<file path="config.mk">
export PLATFORM = sky130hd
export DESIGN_NAME = load_store_unit_flat
export DESIGN_NICKNAME = d
export VERILOG_FILES = /design/src/rtl/lsu_pkg.sv /design/src/rtl/load_store_unit_if.sv /design/src/rtl/load_align.sv /design/src/rtl/load_store_unit.sv /design/src/flat_wrapper.sv
export SDC_FILE = /design/constraint.sdc
export NUM_CORES = 1
export LEC_CHECK = 0
export CAP_MARGIN = 30
export CORE_ASPECT_RATIO = 1.1
export CORE_MARGIN = 10
export CORE_UTILIZATION = 48
export DETAILED_ROUTE_END_ITERATION = 8
export GPL_TIMING_DRIVEN = 0
export HOLD_SLACK_MARGIN = 0.06
export PLACE_DENSITY_LB_ADDON = 0.15
export REMOVE_ABC_BUFFERS = 1
export SYNTH_ARGS = -nofsm -noshare
export SYNTH_HDL_FRONTEND = slang
export SYNTH_SLANG_ARGS = --single-unit
</file>
<file path="constraint.sdc">
create_clock -name clk -period 3.3 [get_ports clk]
set_input_delay 0.33 -clock clk [delete_from_list [all_inputs] [get_ports clk]]
set_output_delay 0.33 -clock clk [all_outputs]
set_load 0.03 [all_outputs]
</file>
<file path="src/rtl/lsu_pkg.sv">
// Shared types and constants for the load/store unit: FSM states, func3 encodings,
// and helpers for access legality and byte-enable generation.
package lsu_pkg;

  typedef enum logic [1:0] {
    ST_IDLE = 2'd0,
    ST_REQ  = 2'd1,
    ST_WAIT = 2'd2,
    ST_DONE = 2'd3
  } lsu_state_t;

  localparam logic [2:0] F3_B  = 3'b000;
  localparam logic [2:0] F3_H  = 3'b001;
  localparam logic [2:0] F3_W  = 3'b010;
  localparam logic [2:0] F3_BU = 3'b100;
  localparam logic [2:0] F3_HU = 3'b101;

  localparam int DEFAULT_TIMEOUT_CYCLES = 255;

  // Unsigned variants exist only for loads; halves and words must be naturally aligned.
  function automatic logic access_legal(input logic [2:0] func3,
                                        input logic [1:0] byte_off,
                                        input logic       is_store);
    logic ok;
    case (func3)
      F3_B:    ok = 1'b1;
      F3_H:    ok = ~byte_off[0];
      F3_W:    ok = (byte_off == 2'b00);
      F3_BU:   ok = ~is_store;
      F3_HU:   ok = ~is_store & ~byte_off[0];
      default: ok = 1'b0;
    endcase
    return ok;
  endfunction

  function automatic logic [3:0] access_be(input logic [2:0] func3,
                                           input logic [1:0] byte_off);
    logic [3:0] be;
    case (func3[1:0])
      2'b00:   be = 4'b0001 << byte_off;
      2'b01:   be = 4'b0011 << byte_off;
      default: be = 4'b1111;
    endcase
    return be;
  endfunction

endpackage

</file>
<file path="src/rtl/load_store_unit_if.sv">
// Word-wide memory bus between the load/store unit (master) and the data memory (slave).
interface load_store_unit_if;
  logic        memReq;
  logic        memWe;
  logic [31:0] memAddr;
  logic [31:0] memWData;
  logic [3:0]  memBe;
  logic        memGnt;
  logic        memRValid;
  logic [31:0] memRData;

  modport master (
    output memReq, memWe, memAddr, memWData, memBe,
    input  memGnt, memRValid, memRData
  );

  modport slave (
    input  memReq, memWe, memAddr, memWData, memBe,
    output memGnt, memRValid, memRData
  );
endinterface

</file>
<file path="src/rtl/load_align.sv">
// Picks the addressed byte/half out of a read word and sign- or zero-extends it.
module load_align
  import lsu_pkg::*;
(
  input  logic [31:0] word,
  input  logic [1:0]  byte_off,
  input  logic [2:0]  func3,
  output logic [31:0] data
);

  logic [7:0]  lane [4];
  logic [7:0]  sel_byte;
  logic [15:0] sel_half;

  for (genvar gi = 0; gi < 4; gi++) begin : g_lane
    assign lane[gi] = word[8*gi +: 8];
  end

  assign sel_byte = lane[byte_off];
  assign sel_half = byte_off[1] ? word[31:16] : word[15:0];

  always_comb begin
    data = '0;
    case (func3)
      F3_B:    data = {{24{sel_byte[7]}}, sel_byte};
      F3_H:    data = {{16{sel_half[15]}}, sel_half};
      F3_W:    data = word;
      F3_BU:   data = {24'd0, sel_byte};
      F3_HU:   data = {16'd0, sel_half};
      default: data = '0;
    endcase
  end

endmodule

</file>
<file path="src/rtl/load_store_unit.sv">
// M-stage load/store unit: checks legality, runs one bus transaction per access while
// stalling the pipeline, and returns the aligned load result in the DONE cycle.
module load_store_unit
  import lsu_pkg::*;
#(
  parameter int TIMEOUT_CYCLES = DEFAULT_TIMEOUT_CYCLES
) (
  input  logic        clk,
  input  logic        rst_n,
  input  logic        memReadM,
  input  logic        memWriteM,
  input  logic [2:0]  func3M,
  input  logic [31:0] addrM,
  input  logic [31:0] writeDataM,
  output logic [31:0] readDataM,
  output logic        stallMem,
  output logic        accessErr,
  load_store_unit_if.master bus
);

  localparam int CNT_W = $clog2(TIMEOUT_CYCLES + 1);
  localparam logic [CNT_W-1:0] CNT_LAST = CNT_W'(TIMEOUT_CYCLES - 1);

  lsu_state_t  state_reg, state_next;
  logic [CNT_W-1:0] cnt_reg, cnt_next;
  logic [31:0] capture_reg, capture_next;
  logic        req_reg, req_next;
  logic        we_reg, we_next;
  logic [31:0] addr_reg, addr_next;
  logic [31:0] wdata_reg, wdata_next;
  logic [3:0]  be_reg, be_next;

  logic        access;
  logic        legal;
  logic        timeout;
  logic        stall_c;
  logic        err_c;
  logic [31:0] store_lanes;
  logic [31:0] aligned;

  // Replicate the store datum across every lane; byte enables pick the live ones.
  for (genvar gi = 0; gi < 4; gi++) begin : g_store_lane
    assign store_lanes[8*gi +: 8] =
        (func3M[1:0] == 2'b00) ? writeDataM[7:0] :
        (func3M[1:0] == 2'b01) ? writeDataM[8*(gi%2) +: 8] :
                                 writeDataM[8*gi +: 8];
  end

  // addrM/func3M are frozen by the stall, so DONE can still align from them.
  load_align u_load_align (
    .word     (capture_reg),
    .byte_off (addrM[1:0]),
    .func3    (func3M),
    .data     (aligned)
  );

  assign access  = memReadM | memWriteM;
  assign legal   = access_legal(func3M, addrM[1:0], memWriteM);
  assign timeout = (cnt_reg == CNT_LAST);

  always_ff @(posedge clk or negedge rst_n) begin
    if (!rst_n) begin
      state_reg   <= ST_IDLE;
      cnt_reg     <= '0;
      capture_reg <= '0;
      req_reg     <= 1'b0;
      we_reg      <= 1'b0;
      addr_reg    <= '0;
      wdata_reg   <= '0;
      be_reg      <= '0;
    end else begin
      state_reg   <= state_next;
      cnt_reg     <= cnt_next;
      capture_reg <= capture_next;
      req_reg     <= req_next;
      we_reg      <= we_next;
      addr_reg    <= addr_next;
      wdata_reg   <= wdata_next;
      be_reg      <= be_next;
    end
  end

  always_comb begin
    state_next   = state_reg;
    cnt_next     = cnt_reg;
    capture_next = capture_reg;
    req_next     = req_reg;
    we_next      = we_reg;
    addr_next    = addr_reg;
    wdata_next   = wdata_reg;
    be_next      = be_reg;
    stall_c      = 1'b0;
    err_c        = 1'b0;

    case (state_reg)
      ST_IDLE: begin
        if (access) begin
          if (legal) begin
            stall_c      = 1'b1;
            state_next   = ST_REQ;
            cnt_next     = '0;
            capture_next = '0;
            req_next     = 1'b1;
            we_next      = memWriteM;
            addr_next    = {addrM[31:2], 2'b00};
            wdata_next   = store_lanes;
            be_next      = access_be(func3M, addrM[1:0]);
          end else begin
            err_c = 1'b1;
          end
        end
      end

      ST_REQ: begin
        stall_c  = 1'b1;
        cnt_next = cnt_reg + CNT_W'(1);
        if (bus.memGnt) begin
          req_next = 1'b0;
          we_next  = 1'b0;
          if (we_reg) begin
            state_next = ST_DONE;
          end else if (bus.memRValid) begin
            capture_next = bus.memRData;
            state_next   = ST_DONE;
          end else begin
            state_next = ST_WAIT;
          end
        end else if (timeout) begin
          err_c        = 1'b1;
          capture_next = '0;
          req_next     = 1'b0;
          we_next      = 1'b0;
          state_next   = ST_DONE;
        end
      end

      ST_WAIT: begin
        stall_c  = 1'b1;
        cnt_next = cnt_reg + CNT_W'(1);
        // A response arriving in the last allowed cycle still wins over the timeout.
        if (bus.memRValid) begin
          capture_next = bus.memRData;
          state_next   = ST_DONE;
        end else if (timeout) begin
          err_c        = 1'b1;
          capture_next = '0;
          state_next   = ST_DONE;
        end
      end

      ST_DONE: begin
        state_next = ST_IDLE;
      end

      default: begin
        state_next = ST_IDLE;
      end
    endcase
  end

  assign stallMem  = stall_c & rst_n;
  assign accessErr = err_c & rst_n;
  assign readDataM = (state_reg == ST_DONE) ? aligned : '0;

  assign bus.memReq   = req_reg;
  assign bus.memWe    = we_reg;
  assign bus.memAddr  = addr_reg;
  assign bus.memWData = wdata_reg;
  assign bus.memBe    = be_reg;

endmodule

</file>
<file path="src/flat_wrapper.sv">
// flat-port wrapper written by rule: the top's interface ports become plain ports
module load_store_unit_flat import lsu_pkg::*;
#(
  parameter int TIMEOUT_CYCLES = DEFAULT_TIMEOUT_CYCLES
)
  (clk, rst_n, memReadM, memWriteM, func3M, addrM, writeDataM, readDataM, stallMem, accessErr, bus_memReq, bus_memWe, bus_memAddr, bus_memWData, bus_memBe, bus_memGnt, bus_memRValid, bus_memRData);
  load_store_unit_if bus_i ();
  input  logic clk;
  input  logic rst_n;
  input  logic memReadM;
  input  logic memWriteM;
  input  logic [2:0] func3M;
  input  logic [31:0] addrM;
  input  logic [31:0] writeDataM;
  output logic [31:0] readDataM;
  output logic stallMem;
  output logic accessErr;
  output wire logic [$bits(bus_i.memReq)-1:0] bus_memReq;
  output wire logic [$bits(bus_i.memWe)-1:0] bus_memWe;
  output wire logic [$bits(bus_i.memAddr)-1:0] bus_memAddr;
  output wire logic [$bits(bus_i.memWData)-1:0] bus_memWData;
  output wire logic [$bits(bus_i.memBe)-1:0] bus_memBe;
  input wire logic [$bits(bus_i.memGnt)-1:0] bus_memGnt;
  input wire logic [$bits(bus_i.memRValid)-1:0] bus_memRValid;
  input wire logic [$bits(bus_i.memRData)-1:0] bus_memRData;
  assign bus_memReq = bus_i.memReq;
  assign bus_memWe = bus_i.memWe;
  assign bus_memAddr = bus_i.memAddr;
  assign bus_memWData = bus_i.memWData;
  assign bus_memBe = bus_i.memBe;
  assign bus_i.memGnt = bus_memGnt;
  assign bus_i.memRValid = bus_memRValid;
  assign bus_i.memRData = bus_memRData;
  load_store_unit #(.TIMEOUT_CYCLES(TIMEOUT_CYCLES)) u_core (.clk(clk), .rst_n(rst_n), .memReadM(memReadM), .memWriteM(memWriteM), .func3M(func3M), .addrM(addrM), .writeDataM(writeDataM), .readDataM(readDataM), .stallMem(stallMem), .accessErr(accessErr), .bus(bus_i));
endmodule
</file>
# After elaboration in Yosys (flattened, before gate mapping)
# Index checks and enable logic that the tools add are counted.
[totals]
output_inout_bits = 104
elab_cells = 95
in_bits = 105
reg_bits = 110
[op_classes]
n_reduce_logical = 13
order_cmp = 1
n_eq_ne = 14
addsub = 1
muxes = 49
shifts = 2
bitwise = 7
[ops]
columns = ["operator", "n"]
rows = [
  ["two-way mux 32 bit", 8],
  ["one-hot mux 32 bit (5 select lines)", 1],
  ["one-hot mux 32 bit (3 select lines)", 1],
  ["two-way mux 8 bit", 9],
  ["binary-select mux 8 bit (select 2 bit)", 1],
  ["two-way mux 16 bit", 1],
  ["one-hot mux 8 bit (2 select lines)", 1],
  ["two-way mux 1 bit", 14],
  ["two-way mux 2 bit", 6],
  ["adder 8 x 1 -> 8 bit (second input constant)", 1],
  ["== test 8 bit (second input constant)", 1],
  ["one-hot mux 2 bit (4 select lines)", 1],
  ["one-hot mux 4 bit (2 select lines)", 1],
  ["== test 3 bit (second input constant)", 2],
  ["logical NOT 2 bit", 3],
  ["!= test 3 bit (second input constant)", 2],
  ["one-hot mux 1 bit (2 select lines)", 3],
  ["AND reduction 3 bit", 2],
  ["one-hot mux 1 bit (5 select lines)", 1],
  ["AND reduction 5 bit", 1],
  ["== test 2 x 1 -> 1 bit (second input constant)", 2],
  ["== test 2 bit (second input constant)", 2],
  ["!= test 2 x 1 -> 1 bit (second input constant)", 2],
  ["AND reduction 4 bit", 1],
  ["other kinds (16)", 20],
]

# Logic depth before layout (Yosys ltp)
# Gate-level depths: netlist of the first run.
[logic_depth]
word_depth = 7
ltp_mapped = 8
ltp_nobuf = 6

# Hierarchy
# From an unflattened synthesis of the first run, not the netlist that was laid out.
[unflattened]
hier_cells = 551
area_unflattened_um2 = 5889.4
[by_module_without_submodules]
columns = ["module", "seq_area_each_um2", "n_inst", "cells_each", "area_each_um2"]
rows = [
  ["load_store_unit", 2752.6, 1, 437, 5034.8],
  ["load_align", 0.0, 1, 114, 854.6],
]

# Worst setup path after synthesis of the first run
# Ideal clock, no wire load.
[synth_path]
kind = "register -> output"
from = "reg u_core.state_reg[0]"
to = "out stallMem"
stages_incl_launch_ff = 8
path_buffers = 2
t_arrival_ns = 2.004
path_slack_ns = 0.966
required_ns = 2.970
path_cell_list = "dfrtp_1 > inv_1 > ha_1 > o21ai_0 > o21bai_1 > clkbuf_1 > buf_1 > a21oi_1"
[synth_via]
elab_chain_cells = 4
elab_cells_between_ends = 6
cone_classes = "eq/ne (2); mux (1); bitwise (1); reduce/logical (2)"
[synth_rtl]
columns = ["item", "line", "text"]
rows = [
  ["start: declaration", "load_store_unit.sv:24", "lsu_state_t state_reg, state_next;"],
  ["start signal: assignment", "load_store_unit.sv:72", "state_reg <= state_next;"],
  ["== test 2 x 1 -> 1 bit / == test 2 bit (equally long branches)", "load_store_unit.sv:95", "case (state_reg)"],
  ["OR reduction 2 bit (no source line)", "-", ""],
  ["one-hot mux 1 bit (2 select lines) (*)", "load_store_unit.sv:95", ""],
  ["AND 1 bit (*)", "load_store_unit.sv:161", "assign stallMem = stall_c & rst_n;"],
  ["end: declaration", "flat_wrapper.sv:16", "output logic stallMem;"],
]
# Mark *: on every way between the ends. The rest lies on a longest branch, timed or not.

# Worst setup path in the final report of the first run
[layout_path]
from = "in addrM[0]"
to = "out readDataM[16]"
[layout_via]
elab_chain_cells = 6
[layout_rtl]
columns = ["item", "line", "text"]
rows = [
  ["start: declaration", "flat_wrapper.sv:13", "input logic [31:0] addrM;"],
  ["inverter 2 -> 3 bit (not written as such)", "load_align.sv:19", "assign sel_byte = lane[byte_off];"],
  ["binary-select mux 8 bit (select 2 bit)", "load_align.sv:19", ""],
  ["two-way mux 8 bit (not written as such) (2 in series)", "load_align.sv:19", ""],
  ["one-hot mux 32 bit (5 select lines)", "load_align.sv:24", "case (func3)"],
  ["two-way mux 32 bit", "load_store_unit.sv:163", "assign readDataM = (state_reg == ST_DONE) ? aligned : '0;"],
  ["end: declaration", "flat_wrapper.sv:15", "output logic [31:0] readDataM;"],
]
# No other way between the ends. The select of a mux whose other input is x is not followed.

==> results by group, run 1 <==
Run status
  – Status: finished, final reports clean

Yosys
  – Synth Register Bits: 110
  – Dominant synthesized flop cell: dfrtp_1
  – Library cells used by synthesis: 47
  – Ys Warns: 0
  – Post-synth EDFFs: 0
  – Avg Synthesized Cell Area: 10.7 sq um
  – Synth async-reset ratio: 100%
  – Cells after Synth: between 500 and 600
  – Synthesized area: 5410 sq um
  – Post-synthesis sequential area ratio: 50.9%

Die
  – Die W: 121 microns
  – Core area: approximately 11000 sq um
  – Die area: 15900 sq um
  – Chip Height: roughly 130 microns
  – FP Rows: 40
  – Ports: 209
  – Initial core utilization: 49.3%

Clocking
  – CTS tree: done
  – Clock-pin slew on the worst setup and hold paths: 0.07 ns
  – Root Buffer: clkbuf_16
  – Cts bufs inserted: 9
  – Max Buffers Root-to-Sink: 2
  – Worst skew pair latency: 0.35 ns
  – Htree depth: 3
  – Num Clock Sinks: between 100 and 150

Placed design
  – Placed instance count: 828
  – Place WS: -0.308 ns
  – PortBufs: roughly 210
  – Gpl congestion: 0.840
  – Detailed placer's ending HPWL: 12500 microns
  – Placed Area: 7620 sq um

Timing
  – Crit share post-route: 96.9%
  – Worst Clk Skew: between 0.005 and 0.006 ns
  – Fmax: ~310 MHz
  – Unrepaired setup endpoints after global routing: false
  – Tmin final: 3.20 ns
  – Max-slew headroom: 41.3%
  – Count of final setup violators: 0
  – Fin worst setup slack: 0.102 ns
  – Hold WS: 0.477 ns
  – Setup TNS: 0 ns
  – Hold Fails Final Rpt: 0
  – Worst-Margin Slew: 0.877 ns
  – Final Max Slew Viols: 0

Layout
  – Fin cells: 848
  – Share of cells above drive strength 1: between 10% and 20%
  – Most common cell after layout, fill and taps aside: clkdlybuf4s50_1
  – Final #Nets: 808
  – P&R area growth vs syn: 47.8%
  – Most frequent cells in the layout: clkdlybuf4s50_1, dfrtp_1, nand2_1
  – # fillers: 794
  – Final instance area: about 8000 sq um

Min path
  – Hold Path Stages: 2
  – Min-delay worst type: flip-flop to flip-flop

Critical path
  – Critical path buffers and inverters: 3
  – Crit-path most repeated cell: clkdlybuf4s50_1
  – Critical Path Start Type: primary input
  – Cell count along the critical path: 6
  – CP Class: primary input to output pin
  – CP delay by family, top: buffers and inverters
  – Worst path arrival time: 2.87 ns
  – Max Fanout on Critical Path: 13
  – Critical Path Sink Type: output pin
  – Cells along the critical path: clkdlybuf4s50_1, mux4_2, o21ai_1, buf_4, a21oi_1, clkdlybuf4s50_1
  – Reg-to-reg slack, setup: ~0.63 ns
  – Slowest stage cell, crit path: clkdlybuf4s50_1
  – CP max stage delay: roughly 0.73 ns
  – Worst R2R Path Depth: 7
  – CP required: between 2 and 3 ns

Pwr
  – Sw Ratio: 40.2%
  – Clock power frac: 17.0%
  – Net switching power: between 2 and 3 mW
  – Sequential Power Share: between 30% and 40%
  – Static leakage: 3.42 nW
  – PwrDens: between 800 and 900 nW/um^2
  – Comb pwr share: 49.1%
  – Worst VDD drop: 0.000490 V
  – Pint: about 4.1 mW

Global route
  – GR Overflow Total: 0
  – Met2 Use GR: 33.8%
  – First-pass GRT wire length: 26300 microns
  – Vias in the first global route: 4938
  – Total GRT Usage: between 20% and 30%
  – Gr busiest metal: met2
  – Met1 Use GR: 23.9%
  – Initial antenna violation count: 1
  – GR Util met3: approximately 5.6%
  – Largest net degree at the start of global routing: about 70

Route
  – WL/cell: roughly 20 microns
  – Routed vias: around 4800
  – Antenna-violating nets left: 0
  – Residual DRC: 0
  – Drt total wl: 16700 microns
  – Number of detailed-route iterations in the first pass: 5
  – Vias per cell: 5.65
  – DRC violation total after the first TritonRoute iteration: 293

Run
  – Max_cap viols: 0
tightest hold or removal path, cell delays in order, from the launching register on:
cell and delay, ns:
dfrtp_1 0.34, nand2_1 0.04, o21ai_0 0.06
synth_stat cells, types with 2 or more instances:
| library cell | count | share of area, % |
|---|---|---|
| or4_1 | 4 | 0.56 |
| inv_1 | 6 | 0.42 |
| nand2_1 | 62 | 4.3 |
| buf_2 | 4 | 0.37 |
| nand4_1 | 2 | 0.23 |
| a22o_1 | 32 | 5.2 |
| nor2_1 | 25 | 1.7 |
| nor3b_1 | 2 | 0.28 |
| or2_2 | 4 | 0.46 |
| clkbuf_1 | 24 | 1.7 |
| nor2b_1 | 5 | 0.58 |
| ha_1 | 7 | 1.6 |
| o21ai_1 | 2 | 0.19 |
| nor3_1 | 3 | 0.28 |
| a22oi_1 | 10 | 1.4 |
| dfrtp_1 | 110 | 51 |
| o211ai_1 | 5 | 0.69 |
| nand3_1 | 8 | 0.74 |
| o21bai_1 | 4 | 0.56 |
| mux2i_1 | 26 | 4.8 |
| nand3b_1 | 2 | 0.28 |
| a222oi_1 | 7 | 1.3 |
| o221ai_1 | 2 | 0.32 |
| a21oi_1 | 41 | 3.8 |
| mux2_2 | 45 | 9.4 |
| o2bb2ai_1 | 2 | 0.32 |
| buf_6 | 4 | 0.83 |
| buf_1 | 5 | 0.35 |
| buf_4 | 2 | 0.28 |
| o21ai_0 | 33 | 3.1 |
cell families (layout without fill, tap and decap cells):
group / after synthesis / count (layout) / synth area share (%)
flip-flops: 110 / 110 / 50.9
buffers and inverters: 45 / 239 / 3.91
adder cells (fa/ha/maj): 7 / 7 / 1.62
AO/OA/AOI/OAI: 145 / 145 / 18.0
other: 1 / 3 / 0.0693
AND/OR/NAND/NOR: 125 / 125 / 10.9
multiplexers: 72 / 72 / 14.6
final cells by class:
class	instances	area [sq um]	share of cell area [%]
multi-input combinational	351	2500	31.2
antenna	1	2.50	0.0313
timing repair buffer	218	2210	27.7
tap	147	184	2.30
clock buffer	10	239	2.99
inverter	6	22.5	0.282
sequential	110	2750	34.4
clock inverter	5	82.6	1.03
metal layers:
| layer | vias up | routed length, microns |
|---|---|---|
| met5 | - | 0 |
| met2 | 202 | 8320 |
| li1 | 2220 | - |
| met3 | 29 | 1470 |
| met1 | 2337 | 6520 |
| met4 | 0 | 422 |
stage by stage:
| step | util (%) | total power, mW |
|---|---|---|
| global placement | 68.1 | 5.60 |
| CTS | 72.7 | 6.96 |
| finish | 72.9 | 6.91 |
| floorplan | - | 4.24 |
| detailed placement | 69.5 | 5.77 |
| global route | 72.9 | 7.30 |
final timing paths:
check / start / endpoint
setup reg to reg: u_core.state_reg[1] / u_core.capture_reg[15]
setup / recovery: addrM[0] / readDataM[16]
hold / removal: u_core.bus.memWData[15] / u_core.bus.memWData[15]
hold reg to reg: u_core.bus.memWData[15] / u_core.bus.memWData[15]
max in group asynchronous: rst_n / u_core.capture_reg[6]
min in group asynchronous: rst_n / u_core.bus.memWData[15]
what timing repair did:
item | CTS | global route
resized for setup | 23 | 2
pin swaps | 1 | 1
hold buffers | 1 | 0
buffers inserted | 1 | 2
endpoints found under the hold margin | 43 | 0
setup endpoints to repair | 33 | 14
power by group through the flow:
stage	logic, mW	registers, mW	clock network (mW)
floorplan	1.12	3.12	0
global placement	3.28	2.32	0
detailed placement	3.41	2.35	0
CTS	3.42	2.34	1.20
global route	3.62	2.42	1.26
finish	3.39	2.34	1.18
Power figures use the tool's default switching activity.
==> run 2: changes to the inputs <==
--- a/config.mk
+++ b/config.mk
@@ -5,7 +5,6 @@
 export SDC_FILE = /design/constraint.sdc
 export NUM_CORES = 1
 export LEC_CHECK = 0
-export CAP_MARGIN = 30
 export CORE_ASPECT_RATIO = 1.1
 export CORE_MARGIN = 10
 export CORE_UTILIZATION = 48
==> run 2 against run 1 <==
Worst hold slack improved by 0.00074 ns; largest power group unchanged; non-clock buffer count is 3 lower; clock-buffer cell count stayed put; utilization fell by 0.11 points; critical endpoint is now readDataM[19]; final area shrank 0.16%; total power fell by 0.65%.
==> results by group, run 2 (synthesis results as in run 1) <==
Route
  – WL/cell: 19.7 microns
  – DRC violation total after the first TritonRoute iteration: 279
  – Wire length on met2: 8140 microns
  – Met1 wire length: 6600 microns
  – Drt total wl: 16700 microns
  – Number of detailed-route iterations in the first pass: 6
  – Routed vias: around 4800
  – Antenna-violating nets left: 0
  – Residual DRC: 0
  – Highest metal used: met4
  – Vias per cell: ~5.6
  – Met3 WL: roughly 1400 microns

Timing
  – Tmin final: between 3 and 4 ns
  – Max-slew headroom: 43.2%
  – Hold Fails Final Rpt: 0
  – Fmax: 312 MHz
  – Setup TNS: 0 ns
  – Count of final setup violators: 0
  – Worst-Margin Slew: 0.848 ns
  – Crit share post-route: between 90% and 100%
  – Worst Clk Skew: about 0.0064 ns
  – Unrepaired setup endpoints after global routing: false
  – Final Max Slew Viols: 0

Die
  – Initial core utilization: approximately half
  – FP Rows: 40
  – Die W: around 120 microns
  – Die area: ~16000 sq um
  – Core area: 11000 sq um
  – Ports: 209
  – Chip Height: around 130 microns

Clocking
  – CTS tree: done
  – Htree depth: 3
  – Worst skew pair latency: ~0.35 ns
  – Cts bufs inserted: 9
  – Num Clock Sinks: 110
  – Clock-pin slew on the worst setup and hold paths: 0.07 ns
  – Root Buffer: clkbuf_16
  – Max Buffers Root-to-Sink: 2

Critical path
  – Critical path buffers and inverters: 2
  – Cell count along the critical path: 5
  – CP Class: primary input to output pin
  – Max Fanout on Critical Path: 16
  – Critical Path Start Type: primary input
  – CP max stage delay: 0.73 ns
  – Worst R2R Path Depth: 7
  – Slowest stage cell, crit path: clkdlybuf4s50_1
  – Critical Path Sink Type: output pin
  – CP delay by family, top: buffers and inverters
  – CP required: 2.97 ns
  – Worst path arrival time: 2.87 ns
  – Crit-path most repeated cell: clkdlybuf4s50_1
  – Cells along the critical path: clkdlybuf4s50_1, mux4_2, o21ai_4, a21oi_1, clkdlybuf4s50_1

Global route
  – GR Overflow Total: 0
  – First-pass GRT wire length: 26100 microns
  – Total GRT Usage: 20.3%
  – Initial antenna violation count: 0
  – Vias in the first global route: 4900
  – Largest net degree at the start of global routing: 69

Layout
  – # fillers: 788
  – Fin cells: 845
  – Antenna Cells: 0
  – Most common cell after layout, fill and taps aside: clkdlybuf4s50_1
  – Most frequent cells in the layout: clkdlybuf4s50_1, dfrtp_1, nand2_1
  – Sequential Area: between 2000 and 3000 sq um
  – Final #Nets: 805
  – Multi-input logic area: 2510 sq um
  – Share of cells above drive strength 1: 12.6%
  – P&R area growth vs syn: 47.6%

Placed design
  – Placed instance count: 825
  – PortBufs: ~200
  – Detailed placer's ending HPWL: 12400 microns
  – Gpl congestion: 0.840

Pwr
  – Clock power frac: between 10% and 20%
  – Sw Ratio: 40.8%
  – Sequential Power Share: 34.1%
  – Comb pwr share: between 40% and 50%
  – Worst VDD drop: slightly below 0.0005 V
  – Pint: 4.06 mW
  – Static leakage: 3.38 nW
  – PwrDens: 860 nW/um^2
  – Net switching power: 2.80 mW

Min path
  – Hold Path Stages: 2
  – Min-delay worst type: flip-flop to flip-flop

Run status
  – Status: finished, final reports clean

Run
  – Max_cap viols: 0
## run 2: cell count changes in the layout (fill, tap and decap cells not counted), moves of 2 or more
| cell | delta |
|---|---|
| clkinvlp_4 | +2 |
| dlymetal6s2s_1 | +3 |
| dlygate4sd2_1 | -15 |
| clkdlybuf4s50_1 | +11 |
## run 2: cell type report
class | instances | share of cell area (%)
clock inverters | 6 | 0.847
inverters | 6 | 0.282
well taps | 147 | 2.30
flip-flops and latches | 110 | 34.5
multi-input cells | 351 | 31.4
repair buffers | 215 | 27.7
clock buffers | 10 | 2.99
## run 2: power groups by stage
stage                     Clock (mW)  Sequential (mW)  Combinational [mW]
final                           1.12             2.34                3.40
after global routing            1.21             2.42                3.63
after CTS                       1.14             2.34                3.44
after detailed placement           0             2.35                3.41
after global placement             0             2.32                3.28
after floorplan                    0             3.12                1.12
## run 2: routing by layer
metal	track usage, %	vias up
li1	-	2217
met1	23.6	2308
met2	33.4	208
met3	6.13	36
met4	9.02	0
met5	0	-
## run 2: metrics by stage
stage	hold slack (ns)	power (mW)	instance area [sq um]	setup WS [ns]	util, %
2_1_floorplan	0.0344	4.24	5220	-2.03	-
3_3_place_gp	0.462	5.60	7470	-5.14	68.1
3_5_place_dp	0.371	5.77	7580	-1.08	69.2
4_1_cts	0.485	6.92	7970	0.0868	72.7
5_1_grt	0.511	7.26	7980	0.0304	72.8
6_report	0.477	6.86	7980	0.0994	72.8
## run 2: final timing paths
path                                      endpoint  slack, ns               startpoint
max                                  readDataM[19]        0.1                 addrM[0]
min                        u_core.bus.memWData[15]       0.48  u_core.bus.memWData[15]
max reg2reg                 u_core.capture_reg[15]       0.66      u_core.state_reg[1]
min reg2reg                u_core.bus.memWData[15]       0.48  u_core.bus.memWData[15]
max in group asynchronous   u_core.capture_reg[19]       2.04                    rst_n
min in group asynchronous  u_core.bus.memWData[15]       0.52                    rst_n
## run 2: what timing repair did
item	4_1_cts	5_1_grt
hold endpoints to repair	43	0
endpoints found under the setup margin	47	10
hold buffers	1	0
setup buffers	3	0
resized for setup	13	5
pin swaps	1	0
## run 2: worst min-delay path, stage by stage (launching register included)
cell and delay (ns):
dfrtp_1 0.34, nand2_1 0.04, o21ai_0 0.06
